File: config.mk
export PLATFORM = sky130hd
export DESIGN_NAME = multicycle_ctrl_flat
export DESIGN_NICKNAME = d
export VERILOG_FILES = /design/src/rtl/multicycle_ctrl_if.sv /design/src/rtl/multicycle_ctrl.sv /design/src/flat_wrapper.sv
export SDC_FILE = /design/constraint.sdc
export NUM_CORES = 1
export LEC_CHECK = 0
export BUFFER_PORTS_ARGS = -buffer_cell sky130_fd_sc_hd__clkbuf_2
export CAP_MARGIN = 0
export CORE_MARGIN = 1.5
export CORE_UTILIZATION = 37
export CTS_CLUSTER_DIAMETER = 30
export DETAILED_ROUTE_END_ITERATION = 8
export GPL_ROUTABILITY_DRIVEN = 1
export PLACE_DENSITY = 0.67
export SLEW_MARGIN = 20
export SYNTH_ARGS = -nofsm -noshare
export SYNTH_HDL_FRONTEND = slang
export SYNTH_SLANG_ARGS = --single-unit
File: constraint.sdc
create_clock -name clk -period 2.85 [get_ports clk]
set_input_delay 0.285 -clock clk [delete_from_list [all_inputs] [get_ports clk]]
set_output_delay 0.285 -clock clk [all_outputs]
set_load 0.05 [all_outputs]
File: src/rtl/multicycle_ctrl_if.sv
// Control bundle between the multicycle control FSM and its datapath.
// master: controller (takes instr fields + zero, drives controls); slave: datapath.
interface multicycle_ctrl_if;
    logic [6:0] opcode;
    logic [2:0] funct3;
    logic       funct7b5;
    logic       zero;
    logic       pc_write;
    logic       adr_src;
    logic       mem_write;
    logic       ir_write;
    logic       reg_write;
    logic [1:0] result_src;
    logic [1:0] alu_src_a;
    logic [1:0] alu_src_b;
    logic [1:0] imm_src;
    logic [2:0] alu_control;
    logic       illegal_instr;
    logic [3:0] state_dbg;

    modport master (
        input  opcode, funct3, funct7b5, zero,
        output pc_write, adr_src, mem_write, ir_write, reg_write,
        output result_src, alu_src_a, alu_src_b, imm_src, alu_control,
        output illegal_instr, state_dbg
    );

    modport slave (
        output opcode, funct3, funct7b5, zero,
        input  pc_write, adr_src, mem_write, ir_write, reg_write,
        input  result_src, alu_src_a, alu_src_b, imm_src, alu_control,
        input  illegal_instr, state_dbg
    );
endinterface

File: src/rtl/multicycle_ctrl.sv
// Main control FSM plus ALU/immediate decoders for the multicycle RISC-V core.
// Ports: clk, reset (sync, active-high), bus (multicycle_ctrl_if.master).
module multicycle_ctrl #(
    parameter bit ILLEGAL_HALT = 1'b0
) (
    input  logic              clk,
    input  logic              reset,
    multicycle_ctrl_if.master bus
);
    typedef enum logic [3:0] {
        S_FETCH    = 4'd0,
        S_DECODE   = 4'd1,
        S_MEMADR   = 4'd2,
        S_MEMREAD  = 4'd3,
        S_MEMWB    = 4'd4,
        S_MEMWRITE = 4'd5,
        S_EXECUTER = 4'd6,
        S_EXECUTEI = 4'd7,
        S_ALUWB    = 4'd8,
        S_BEQ      = 4'd9,
        S_JAL      = 4'd10,
        S_HALT     = 4'd11
    } state_t;

    localparam logic [6:0] OP_LW  = 7'b0000011;
    localparam logic [6:0] OP_SW  = 7'b0100011;
    localparam logic [6:0] OP_R   = 7'b0110011;
    localparam logic [6:0] OP_I   = 7'b0010011;
    localparam logic [6:0] OP_BEQ = 7'b1100011;
    localparam logic [6:0] OP_JAL = 7'b1101111;

    localparam logic [1:0] AOP_ADD = 2'b00;
    localparam logic [1:0] AOP_SUB = 2'b01;
    localparam logic [1:0] AOP_FN  = 2'b10;

    state_t state;
    logic   legal;

    assign legal = (bus.opcode == OP_LW) || (bus.opcode == OP_SW)
                || (bus.opcode == OP_R)  || (bus.opcode == OP_I)
                || (bus.opcode == OP_BEQ) || (bus.opcode == OP_JAL);

    always_ff @(posedge clk) begin
        if (reset) begin
            state <= S_FETCH;
        end else begin
            unique case (state)
                S_FETCH: state <= S_DECODE;
                S_DECODE: begin
                    unique case (bus.opcode)
                        OP_LW, OP_SW: state <= S_MEMADR;
                        OP_R:         state <= S_EXECUTER;
                        OP_I:         state <= S_EXECUTEI;
                        OP_BEQ:       state <= S_BEQ;
                        OP_JAL:       state <= S_JAL;
                        default:      state <= ILLEGAL_HALT ? S_HALT : S_FETCH;
                    endcase
                end
                S_MEMADR:   state <= bus.opcode[5] ? S_MEMWRITE : S_MEMREAD;
                S_MEMREAD:  state <= S_MEMWB;
                S_MEMWB:    state <= S_FETCH;
                S_MEMWRITE: state <= S_FETCH;
                S_EXECUTER: state <= S_ALUWB;
                S_EXECUTEI: state <= S_ALUWB;
                S_ALUWB:    state <= S_FETCH;
                S_BEQ:      state <= S_FETCH;
                S_JAL:      state <= S_ALUWB;
                S_HALT:     state <= S_HALT;
                default:    state <= S_FETCH;
            endcase
        end
    end

    logic       pc_update;
    logic       branch;
    logic [1:0] alu_op;
    logic [2:0] fn_ctl;

    // Moore decode; reset forces everything low so no partial writes leak.
    always_comb begin
        pc_update         = 1'b0;
        branch            = 1'b0;
        alu_op            = AOP_ADD;
        bus.adr_src       = 1'b0;
        bus.mem_write     = 1'b0;
        bus.ir_write      = 1'b0;
        bus.reg_write     = 1'b0;
        bus.result_src    = 2'b00;
        bus.alu_src_a     = 2'b00;
        bus.alu_src_b     = 2'b00;
        bus.illegal_instr = 1'b0;
        if (!reset) begin
            unique case (state)
                S_FETCH: begin
                    bus.ir_write   = 1'b1;
                    bus.alu_src_b  = 2'b10;
                    bus.result_src = 2'b10;
                    pc_update      = 1'b1;
                end
                S_DECODE: begin
                    bus.alu_src_a     = 2'b01;
                    bus.alu_src_b     = 2'b01;
                    bus.illegal_instr = !legal;
                end
                S_MEMADR: begin
                    bus.alu_src_a = 2'b10;
                    bus.alu_src_b = 2'b01;
                end
                S_MEMREAD: bus.adr_src = 1'b1;
                S_MEMWB: begin
                    bus.result_src = 2'b01;
                    bus.reg_write  = 1'b1;
                end
                S_MEMWRITE: begin
                    bus.adr_src   = 1'b1;
                    bus.mem_write = 1'b1;
                end
                S_EXECUTER: begin
                    bus.alu_src_a = 2'b10;
                    alu_op        = AOP_FN;
                end
                S_EXECUTEI: begin
                    bus.alu_src_a = 2'b10;
                    bus.alu_src_b = 2'b01;
                    alu_op        = AOP_FN;
                end
                S_ALUWB: bus.reg_write = 1'b1;
                S_BEQ: begin
                    bus.alu_src_a = 2'b10;
                    alu_op        = AOP_SUB;
                    branch        = 1'b1;
                end
                S_JAL: begin
                    bus.alu_src_a = 2'b01;
                    bus.alu_src_b = 2'b10;
                    pc_update     = 1'b1;
                end
                default: ;
            endcase
        end
    end

    // Only R-type (opcode[5]=1) may turn f3=000 into sub; addi ignores bit 30.
    always_comb begin
        unique case (bus.funct3)
            3'b000:  fn_ctl = (bus.opcode[5] & bus.funct7b5) ? 3'b001 : 3'b000;
            3'b010:  fn_ctl = 3'b101;
            3'b110:  fn_ctl = 3'b011;
            3'b111:  fn_ctl = 3'b010;
            default: fn_ctl = 3'b000;
        endcase
    end

    always_comb begin
        unique case (alu_op)
            AOP_SUB: bus.alu_control = 3'b001;
            AOP_FN:  bus.alu_control = fn_ctl;
            default: bus.alu_control = 3'b000;
        endcase
    end

    always_comb begin
        bus.imm_src = 2'b00;
        if (!reset && state != S_HALT) begin
            unique case (bus.opcode)
                OP_SW:   bus.imm_src = 2'b01;
                OP_BEQ:  bus.imm_src = 2'b10;
                OP_JAL:  bus.imm_src = 2'b11;
                default: bus.imm_src = 2'b00;
            endcase
        end
    end

    assign bus.pc_write  = pc_update | (branch & bus.zero);
    assign bus.state_dbg = state;
endmodule

File: src/flat_wrapper.sv
// flat-port wrapper written by rule: the top's interface ports become plain ports
module multicycle_ctrl_flat 
#(
    parameter bit ILLEGAL_HALT = 1'b0
)
  (clk, reset, bus_opcode, bus_funct3, bus_funct7b5, bus_zero, bus_pc_write, bus_adr_src, bus_mem_write, bus_ir_write, bus_reg_write, bus_result_src, bus_alu_src_a, bus_alu_src_b, bus_imm_src, bus_alu_control, bus_illegal_instr, bus_state_dbg);
  multicycle_ctrl_if bus_i ();
  input  logic clk;
  input  logic reset;
  input wire logic [$bits(bus_i.opcode)-1:0] bus_opcode;
  input wire logic [$bits(bus_i.funct3)-1:0] bus_funct3;
  input wire logic [$bits(bus_i.funct7b5)-1:0] bus_funct7b5;
  input wire logic [$bits(bus_i.zero)-1:0] bus_zero;
  output wire logic [$bits(bus_i.pc_write)-1:0] bus_pc_write;
  output wire logic [$bits(bus_i.adr_src)-1:0] bus_adr_src;
  output wire logic [$bits(bus_i.mem_write)-1:0] bus_mem_write;
  output wire logic [$bits(bus_i.ir_write)-1:0] bus_ir_write;
  output wire logic [$bits(bus_i.reg_write)-1:0] bus_reg_write;
  output wire logic [$bits(bus_i.result_src)-1:0] bus_result_src;
  output wire logic [$bits(bus_i.alu_src_a)-1:0] bus_alu_src_a;
  output wire logic [$bits(bus_i.alu_src_b)-1:0] bus_alu_src_b;
  output wire logic [$bits(bus_i.imm_src)-1:0] bus_imm_src;
  output wire logic [$bits(bus_i.alu_control)-1:0] bus_alu_control;
  output wire logic [$bits(bus_i.illegal_instr)-1:0] bus_illegal_instr;
  output wire logic [$bits(bus_i.state_dbg)-1:0] bus_state_dbg;
  assign bus_i.opcode = bus_opcode;
  assign bus_i.funct3 = bus_funct3;
  assign bus_i.funct7b5 = bus_funct7b5;
  assign bus_i.zero = bus_zero;
  assign bus_pc_write = bus_i.pc_write;
  assign bus_adr_src = bus_i.adr_src;
  assign bus_mem_write = bus_i.mem_write;
  assign bus_ir_write = bus_i.ir_write;
  assign bus_reg_write = bus_i.reg_write;
  assign bus_result_src = bus_i.result_src;
  assign bus_alu_src_a = bus_i.alu_src_a;
  assign bus_alu_src_b = bus_i.alu_src_b;
  assign bus_imm_src = bus_i.imm_src;
  assign bus_alu_control = bus_i.alu_control;
  assign bus_illegal_instr = bus_i.illegal_instr;
  assign bus_state_dbg = bus_i.state_dbg;
  multicycle_ctrl #(.ILLEGAL_HALT(ILLEGAL_HALT)) u_core (.clk(clk), .reset(reset), .bus(bus_i));
endmodule
=== Yosys cells after proc, flatten, opt, wreduce, memory -nomap -nowiden ===
Cells that the tools add are included.

* Bits in registers: 4
* Word-level logic and storage cells: 76
* Input port bits: 14
* Output and inout bits: 21

* Reductions and logical operators: 19
* Bitwise operators: 3
* Equality and inequality tests: 23
* Mux-type cells: 30

{| class="wikitable"
|+ Operator list
! cell !! count
|-
| 4-bit case mux with 6 select lines || 1
|-
| 4-bit case mux with 5 select lines || 1
|-
| 4-bit by 3-bit == test with 1-bit output (second input constant) || 4
|-
| 4-bit == test (second input constant) || 4
|-
| 2-bit case mux with 2 select lines || 4
|-
| 1-bit 2-to-1 mux || 15
|-
| 7-bit by 6-bit == test with 1-bit output (second input constant) || 2
|-
| 7-bit == test (second input constant) || 2
|-
| 3-bit case mux with 4 select lines || 1
|-
| 2-bit OR reduction || 6
|-
| 2-bit 2-to-1 mux || 5
|-
| 4-bit by 2-bit == test with 1-bit output (second input constant) || 2
|-
| 7-bit by 2-bit == test with 1-bit output (second input constant) || 1
|-
| 7-bit by 5-bit == test with 1-bit output (second input constant) || 1
|-
| 3-bit == test (second input constant) || 2
|-
| 2-bit case mux with 3 select lines || 1
|-
| 3-bit case mux with 2 select lines || 1
|-
| 3-bit OR reduction || 2
|-
| 1-bit logical OR || 5
|-
| 4-bit by 1-bit == test with 1-bit output (second input constant) || 1
|-
| 4-bit logical NOT || 1
|-
| 4-bit != test (second input constant) || 1
|-
| 4-bit OR reduction || 1
|-
| 3-bit by 2-bit == test with 1-bit output (second input constant) || 1
|-
| 8 further kinds || 10
|}

=== Depth between registers and ports, before layout ===
Gate-level depths: netlist of run 1.

* Depth in word-level cells: 9
* Mapped depth: 8
* Depth with buffers taken out: 7

=== Worst setup path after synthesis of run 1 ===
OpenSTA, ideal clock, no wires.

* Path kind: register to output
* From: reg u_core.state[0] (netlist: u_core.bus.state_dbg[0])
* To: out bus_alu_control[2]
* Setup slack: -0.672 ns
* Data required time: 2.565 ns
* Arrival: 3.237 ns
* Buffers on the path: 1
* Stages on the path, launching flop included: 6
* Cells stage by stage: dfxtp_1 > buf_2 > nand2b_1 > or3_4 > ha_1 > nor4bb_1

* Longest elaborated chain between the ends: 6
* Elaborated cells between the ends (all ways): 9
* Those cells by class: eq/ne (5); mux (3); reduce/logical (1)

{| class="wikitable"
|+ RTL lines
! item !! line !! RTL
|-
| from (decl) || multicycle_ctrl.sv:36 || <nowiki>state_t state;</nowiki>
|-
| from (signal assigned) || multicycle_ctrl.sv:56 || <nowiki>default: state <= ILLEGAL_HALT ? S_HALT : S_FETCH;</nowiki>
|-
| from (signal assigned) || multicycle_ctrl.sv:59 || <nowiki>S_MEMADR: state <= bus.opcode[5] ? S_MEMWRITE : S_MEMREAD;</nowiki>
|-
| 4-bit by 3-bit == test with 1-bit output || multicycle_ctrl.sv:93 || <nowiki>unique case (state)</nowiki>
|-
| 2-bit OR reduction (no source line) || n/a ||
|-
| 2-bit case mux with 2 select lines (*) || multicycle_ctrl.sv:93 ||
|-
| 2-bit 2-to-1 mux (*) || multicycle_ctrl.sv:92 || <nowiki>if (!reset) begin</nowiki>
|-
| 2-bit == test / 2-bit by 1-bit == test with 1-bit output (equally long branches) || multicycle_ctrl.sv:155 || <nowiki>unique case (alu_op)</nowiki>
|-
| 3-bit case mux with 2 select lines (*) || multicycle_ctrl.sv:155 ||
|-
| to (decl) || flat_wrapper.sv:23 || <nowiki>output wire logic [$bits(bus_i.alu_control)-1:0] bus_alu_control;</nowiki>
|}

Every way passes the cells marked *; elsewhere a longest branch is shown, timed or not.

=== Worst setup path after layout of run 1 ===
* From: reg u_core.state[2] (netlist: u_core.bus.state_dbg[2])
* To: out bus_alu_control[2]

The elaborated chain is that of the path after synthesis.

==> metrics.md, run 1 <==
| Metric | Value |
|---|---|
| Vias post-DR | `735` |
| Post-route insts no fill | `144` |
| Final hold violations | `0` |
| Clk_skew | `0.00218 ns` |
| Ys Warns | `0` |
| Initial antenna violation count | `0` |
| Post-Syn Instances | `88` |
| Post-layout util | `51.0%` |
| Design area | `881 um^2` |
| Worst endpoint required time | `2.57 ns` |
| Pint | `135 uW` |
| Drt drc | `0` |
| Crit path kind | `reg -> out` |
| Largest register FFs | `4` |
| First-pass GRT wire length | `2440 um` |
| Clk Latency, worst-skew pair | `0.23 ns` |
| Initial Util | `39.3%` |
| Period Utilization, post-route | `93.1%` |
| Multi-input logic area | `539 um^2` |
| Leak | `0.000420 uW` |
| Detailed router's first-iteration violation count | `19` |
| Slew HR | `68.4%` |
| Port bufs | `34` |
| Yosys cell types | `45` |
| Syn avg cell area | `7.72 um^2` |
| CP cell instances | `or2_1, or3_4, ha_1, nor4bb_2, clkbuf_2` |
| Reg area | `80.1 um^2` |
| CP max stage delay | `0.44 ns` |
| RSZ-0062 raised after global routing | `false` |
| Largest net degree at the start of global routing | `20` |
| Dpl hpwl | `1290 um` |
| Die Ht | `45.9 um` |
| Main synth FF type | `dfxtp_1` |
| Logic pwr share | `42.0%` |
| CTS Sinks | `4` |
| Rows | `15` |
| VDD IR-drop max | `0.000168 V` |
| Nets | `137` |
| Layout cells sized above 1 | `42.0%` |
| Mapped cell area | `679 um^2` |
| Critical Path Fanout Max | `12` |
| Element type at the critical path end | `output pin` |
| Die W | `45.9 um` |
| Worst slew pin tran | `0.473 ns` |
| Layout area overhead | `29.7%` |
| ANT nets after route | `0` |
| Core box area | `0.00173 mm^2` |
| Number of setup buffers added after CTS | `0` |
| Clock buffer depth | `2` |
| DR WL/cell | `11.3 um` |
| Vias in the first global route | `607` |
| Register-to-register setup slack | `1.56 ns` |
| Clock power share | `31.4%` |
| Global Route Usage Sum | `16.5%` |
| Seq cells post-synth | `4` |
| Tmin final | `2.65 ns` |
| Fraction of registers with async set/reset | `0%` |
| Ports | `35` |
| Startpoint Class | `flip-flop` |
| Total inserted antenna cells | `0` |
| CTS clk-pin slew, worst paths | `0.03 ns` |
| FMAX | `0.377 GHz` |
| Post-CTS Hold Fix Bufs | `0` |
| Power Dens Cells | `250 mW/mm^2` |
| Min Hold Slack | `0.341 ns` |
| Slowest cell on crit path | `dfxtp_1` |
| Root Buffer | `clkbuf_4` |
| Number of flops mapped to enable cells by yosys | `0` |
| Sw Pwr | `85.7 uW` |
| CTS tree | `built` |
| Post-synth net total | `104` |
| Dpl cells | `141` |
| Max-cap violations | `0` |
| Final TNS setup | `0 ns` |
| Remaining Overflow, GRT | `0` |
| Placed Area | `858 um^2` |
| Worst EP arrival | `2.37 ns` |
| Reg power frac | `26.6%` |
| Hold WC Path Type | `in -> reg` |
| Sequential fraction of the synthesis area | `11.8%` |
| Final setup viols | `0` |
| Drt first pass iters | `4` |
| CTS resizes | `0` |
| Final-report max-slew violation count | `0` |
| Fillcell total | `180` |
| GPL Wtd Cong | `0.765` |
| Outcome | `completed` |
| Post-Route WL | `1630 um` |
| Vias/cell | `5.10` |
| H-tree depth | `1` |
| Full die area | `0.00210 mm^2` |
| CTS Buf Count | `3` |
| Sw Ratio | `38.9%` |
power groups by stage:
| stage | sequential, uW | clock, uW | combinational, uW |
|---|---|---|---|
| after floorplan | 63.8 | 0 | 66.0 |
| after global placement | 59.3 | 0 | 91.5 |
| after detailed placement | 59.4 | 0 | 93.1 |
| after CTS | 58.6 | 70.7 | 93.3 |
| after global routing | 58.7 | 76.6 | 99.8 |
| final | 58.5 | 69.1 | 92.5 |
cell usage after synthesis (all sizes together), types with 3 or more instances:
cell type	count	share of area, %
nor2	6	3.3
nor4b	3	7.0
xor2	3	3.9
a21oi	7	5.2
nand2	3	1.7
nor3	4	3.7
buf	7	8.3
nor2b	3	2.8
dfxtp	4	12
inv	4	2.2
nand3b	3	3.3
cells by family (layout without fill, tap and decap cells):
group / after synthesis / in the layout / share of synthesized area (%)
mux: 2 / 2 / 2.95
flops: 4 / 4 / 11.8
compound gates: 18 / 18 / 16.9
buf+inv: 13 / 44 / 11.6
simple gates: 44 / 44 / 46.6
xor+xnor: 5 / 5 / 6.45
fa+ha+maj: 2 / 2 / 3.68
cell usage in the layout, fill, tap and decap left out, drive strengths merged, types with 4 or more instances in the layout:
master,count
nor2,6
inv,4
nor3,4
clkbuf,37
dfxtp,4
a21oi,7
worst max-delay path, delay by kind of cell (launching register included):
kind,cells,cell delay (ns)
flip-flops,1,0.44
adder cells (fa/ha/maj),1,0.34
buffers and inverters,1,0.31
AND/OR/NAND/NOR,3,1.04
metal layers:
metal	global-route usage, %	share of wire, %
met5	0	0
met4	13.7	1.7
met3	2.38	5.0
met2	28.3	49
met1	17.4	44
path summary, 6_finish.rpt:
path / end / start / cells after the start
setup / recovery: bus_alu_control[2] / u_core.bus.state_dbg[2] / 5
hold reg to reg: u_core.bus.state_dbg[0] / u_core.bus.state_dbg[3] / 2
setup reg to reg: u_core.bus.state_dbg[0] / u_core.bus.state_dbg[1] / 4
hold / removal: u_core.bus.state_dbg[2] / bus_opcode[4] / 3
stage by stage:
stage	setup slack (ns)	power, uW
2_1_floorplan	-0.172	130
3_3_place_gp	0.486	151
3_5_place_dp	0.444	152
4_1_cts	0.194	223
5_1_grt	0.105	235
6_report	0.196	220
cell type report:
type / count / share of cell area [%]
repair buffers: 37 / 21.9
clock buffers: 3 / 2.56
inverters: 4 / 1.70
well taps: 25 / 3.55
flip-flops and latches: 4 / 9.09
multi-input cells: 71 / 61.2
Note: power is estimated with default switching activity, not from simulation.
==> run 2, diff against run 1 <==
- RECOVER_POWER: unset -> 50
==> metrics.md, run 2 (same netlist as run 1, synthesis figures left out) <==
| Metric | Value |
|---|---|
| Sw Ratio | `39.7% (was 38.9%)` |
| Reg2reg start | `u_core.bus.state_dbg[0] (was u_core.bus.state_dbg[1])` |
| Fillcell total | `190 (was 180)` |
| Slew HR | `48.5% (was 68.4%)` |
| Dpl cells | `141 (unchanged)` |
| Core box area | `0.00173 mm^2 (unchanged)` |
| Layout area overhead | `25.4% (was 29.7%)` |
| Clk Latency, worst-skew pair | `0.24 ns (was 0.23 ns)` |
| Hold WC Path Type | `in -> reg (unchanged)` |
| Post-route insts no fill | `144 (unchanged)` |
| Worst endpoint required time | `2.57 ns (about the same)` |
| CTS clk-pin slew, worst paths | `0.03 ns (about the same)` |
| WHS Path Cells | `3 (unchanged)` |
| Final setup viols | `0 (unchanged)` |
| GPL Wtd Cong | `0.765 (unchanged)` |
| Port bufs | `34 (unchanged)` |
| RR Endpoint | `u_core.bus.state_dbg[0] (unchanged)` |
| ANT nets after route | `0 (unchanged)` |
| Clock buffer depth | `2 (unchanged)` |
| CTS tree | `built (unchanged)` |
| Sw Pwr | `86.9 uW (was 85.7 uW)` |
| Initial Util | `39.3% (unchanged)` |
| Dpl hpwl | `1290 um (unchanged)` |
| Element type at the critical path end | `output pin (unchanged)` |
| Nets | `137 (unchanged)` |
| HP Start | `bus_opcode[4] (unchanged)` |
| Tmin final | `2.64 ns (was 2.65 ns)` |
| Setup WS pre-CTS | `0.444 ns (unchanged)` |
| Die Ht | `45.9 um (unchanged)` |
| Final worst slack | `0.214 ns (was 0.196 ns)` |
| Clk_skew | `0.00182 ns (was 0.00218 ns)` |
| Drt first pass iters | `4 (unchanged)` |
| Worst r2r path cells | `4 (unchanged)` |
| Initial antenna violation count | `0 (unchanged)` |
| Power Dens Cells | `257 mW/mm^2 (was 250 mW/mm^2)` |
| Layout cells sized above 1 | `33.6% (was 42.0%)` |
| Vias/cell | `5.24 (was 5.10)` |
| Worst slew pin tran | `0.773 ns (was 0.473 ns)` |
| Period Utilization, post-route | `92.5% (was 93.1%)` |
| Logic pwr share | `41.1% (was 42.0%)` |
| Max-cap violations | `0 (unchanged)` |
| Post-CTS Hold Fix Bufs | `0 (unchanged)` |
| Vias post-DR | `755 (was 735)` |
| CTS resizes | `0 (unchanged)` |
| Die W | `45.9 um (unchanged)` |
| Outcome | `completed (unchanged)` |
| Final-report max-slew violation count | `0 (unchanged)` |
| Pint | `132 uW (was 135 uW)` |
| Most frequent cells in the layout | `26 x clkbuf_2, 9 x clkbuf_1, 7 x a21oi_1 (was 34 x clkbuf_2, 7 x a21oi_1, 6 x nor2_1)` |
| Final TNS setup | `0 ns (unchanged)` |
| Rows | `15 (unchanged)` |
| VDD IR-drop max | `0.000174 V (was 0.000168 V)` |
| Largest register FFs | `4 (unchanged)` |
| CTS Sinks | `4 (unchanged)` |
| Most common cell after layout, fill and taps aside | `clkbuf_2 (unchanged)` |
| H-tree depth | `1 (unchanged)` |
| Reg power frac | `26.7% (was 26.6%)` |
| RSZ-0062 raised after global routing | `false (unchanged)` |
| Largest net degree at the start of global routing | `20 (unchanged)` |
| DR WL/cell | `11.5 um (was 11.3 um)` |
| Remaining Overflow, GRT | `0 (unchanged)` |
| Final hold violations | `0 (unchanged)` |
| Critical Path Fanout Max | `12 (unchanged)` |
| Detailed router's first-iteration violation count | `20 (was 19)` |
| Clock power share | `32.2% (was 31.4%)` |
| Total inserted antenna cells | `0 (unchanged)` |
| Pwr Total | `219 uW (was 220 uW)` |
| Root Buffer | `clkbuf_4 (unchanged)` |
| Number of setup buffers added after CTS | `0 (unchanged)` |
| First-pass GRT wire length | `2440 um (unchanged)` |
| FMAX | `0.379 GHz (was 0.377 GHz)` |
| Register-to-register setup slack | `0.97 ns (was 1.56 ns)` |
| Min-Delay Endpoint | `u_core.bus.state_dbg[2] (unchanged)` |
| Startpoint Class | `flip-flop (unchanged)` |
| Worst EP arrival | `2.35 ns (was 2.37 ns)` |
| Crit path kind | `reg -> out (unchanged)` |
| Ports | `35 (unchanged)` |
| Drt drc | `0 (unchanged)` |
| Leak | `0.000381 uW (was 0.000420 uW)` |
| Vias in the first global route | `607 (unchanged)` |
| Post-Route WL | `1660 um (was 1630 um)` |
| Global Route Usage Sum | `16.5% (unchanged)` |
| Full die area | `0.00210 mm^2 (unchanged)` |
| CTS Buf Count | `3 (unchanged)` |
run 2: cell count changes in the layout (fill, tap and decap cells not counted), sizes merged:
cell and delta:
clkbuf +1, buf -1
run 2: worst max-delay path by stage:
stage,start,to,slack [ns],depth (start not counted)
6_report,u_core.bus.state_dbg[2],bus_alu_control[2],0.21,5
5_1_grt,u_core.bus.state_dbg[2],bus_alu_control[2],0.13,5
4_1_cts,u_core.bus.state_dbg[2],bus_alu_control[2],0.19,5
3_5_place_dp,u_core.bus.state_dbg[2],bus_alu_control[2],0.44,5
3_3_place_gp,u_core.bus.state_dbg[2],bus_alu_control[2],0.49,5
2_1_floorplan,u_core.bus.state_dbg[0],bus_alu_control[2],-0.17,5
run 2: metal layers:
layer / up-vias / global-route usage, % / part of all wire, %
met5: - / 0 / 0
li1: 388 / - / -
met3: 4 / 2.38 / 4.6
met2: 27 / 28.3 / 47
met1: 336 / 17.4 / 45
met4: 0 / 13.7 / 2.8
run 2: per-stage QoR:
stage | cell area (um^2) | hold WS (ns) | utilization (%)
6_report | 852 | 0.338 | 49.3
5_1_grt | 852 | 0.360 | 49.3
4_1_cts | 881 | 0.337 | 51.0
3_5_place_dp | 858 | 0.564 | 49.7
3_3_place_gp | 858 | 0.572 | 49.7
2_1_floorplan | 698 | 0.432 | -
run 2: area by class of cell:
type | count | area [um^2] | area share, %
Multi-Input combinational cell | 71 | 524 | 61.5
Timing Repair Buffer | 37 | 179 | 21.0
Sequential cell | 4 | 80.1 | 9.40
Tap cell | 25 | 31.3 | 3.67
Clock buffer | 3 | 22.5 | 2.64
Inverter | 4 | 15.0 | 1.76
run 2: power by group through the flow:
stage / Combinational [uW] / Clock (uW) / Sequential (uW)
6_report: 90.0 / 70.5 / 58.5
5_1_grt: 96.9 / 76.6 / 58.6
4_1_cts: 93.3 / 70.7 / 58.6
3_5_place_dp: 93.1 / 0 / 59.4
3_3_place_gp: 91.5 / 0 / 59.3
2_1_floorplan: 66.0 / 0 / 63.8
run 2: critical path: stages, from the launching register on:
cell and delay (ns):
dfxtp_1 0.42, or2_1 0.39, or3_4 0.37, ha_1 0.34
nor4bb_2 0.28, clkbuf_2 0.31
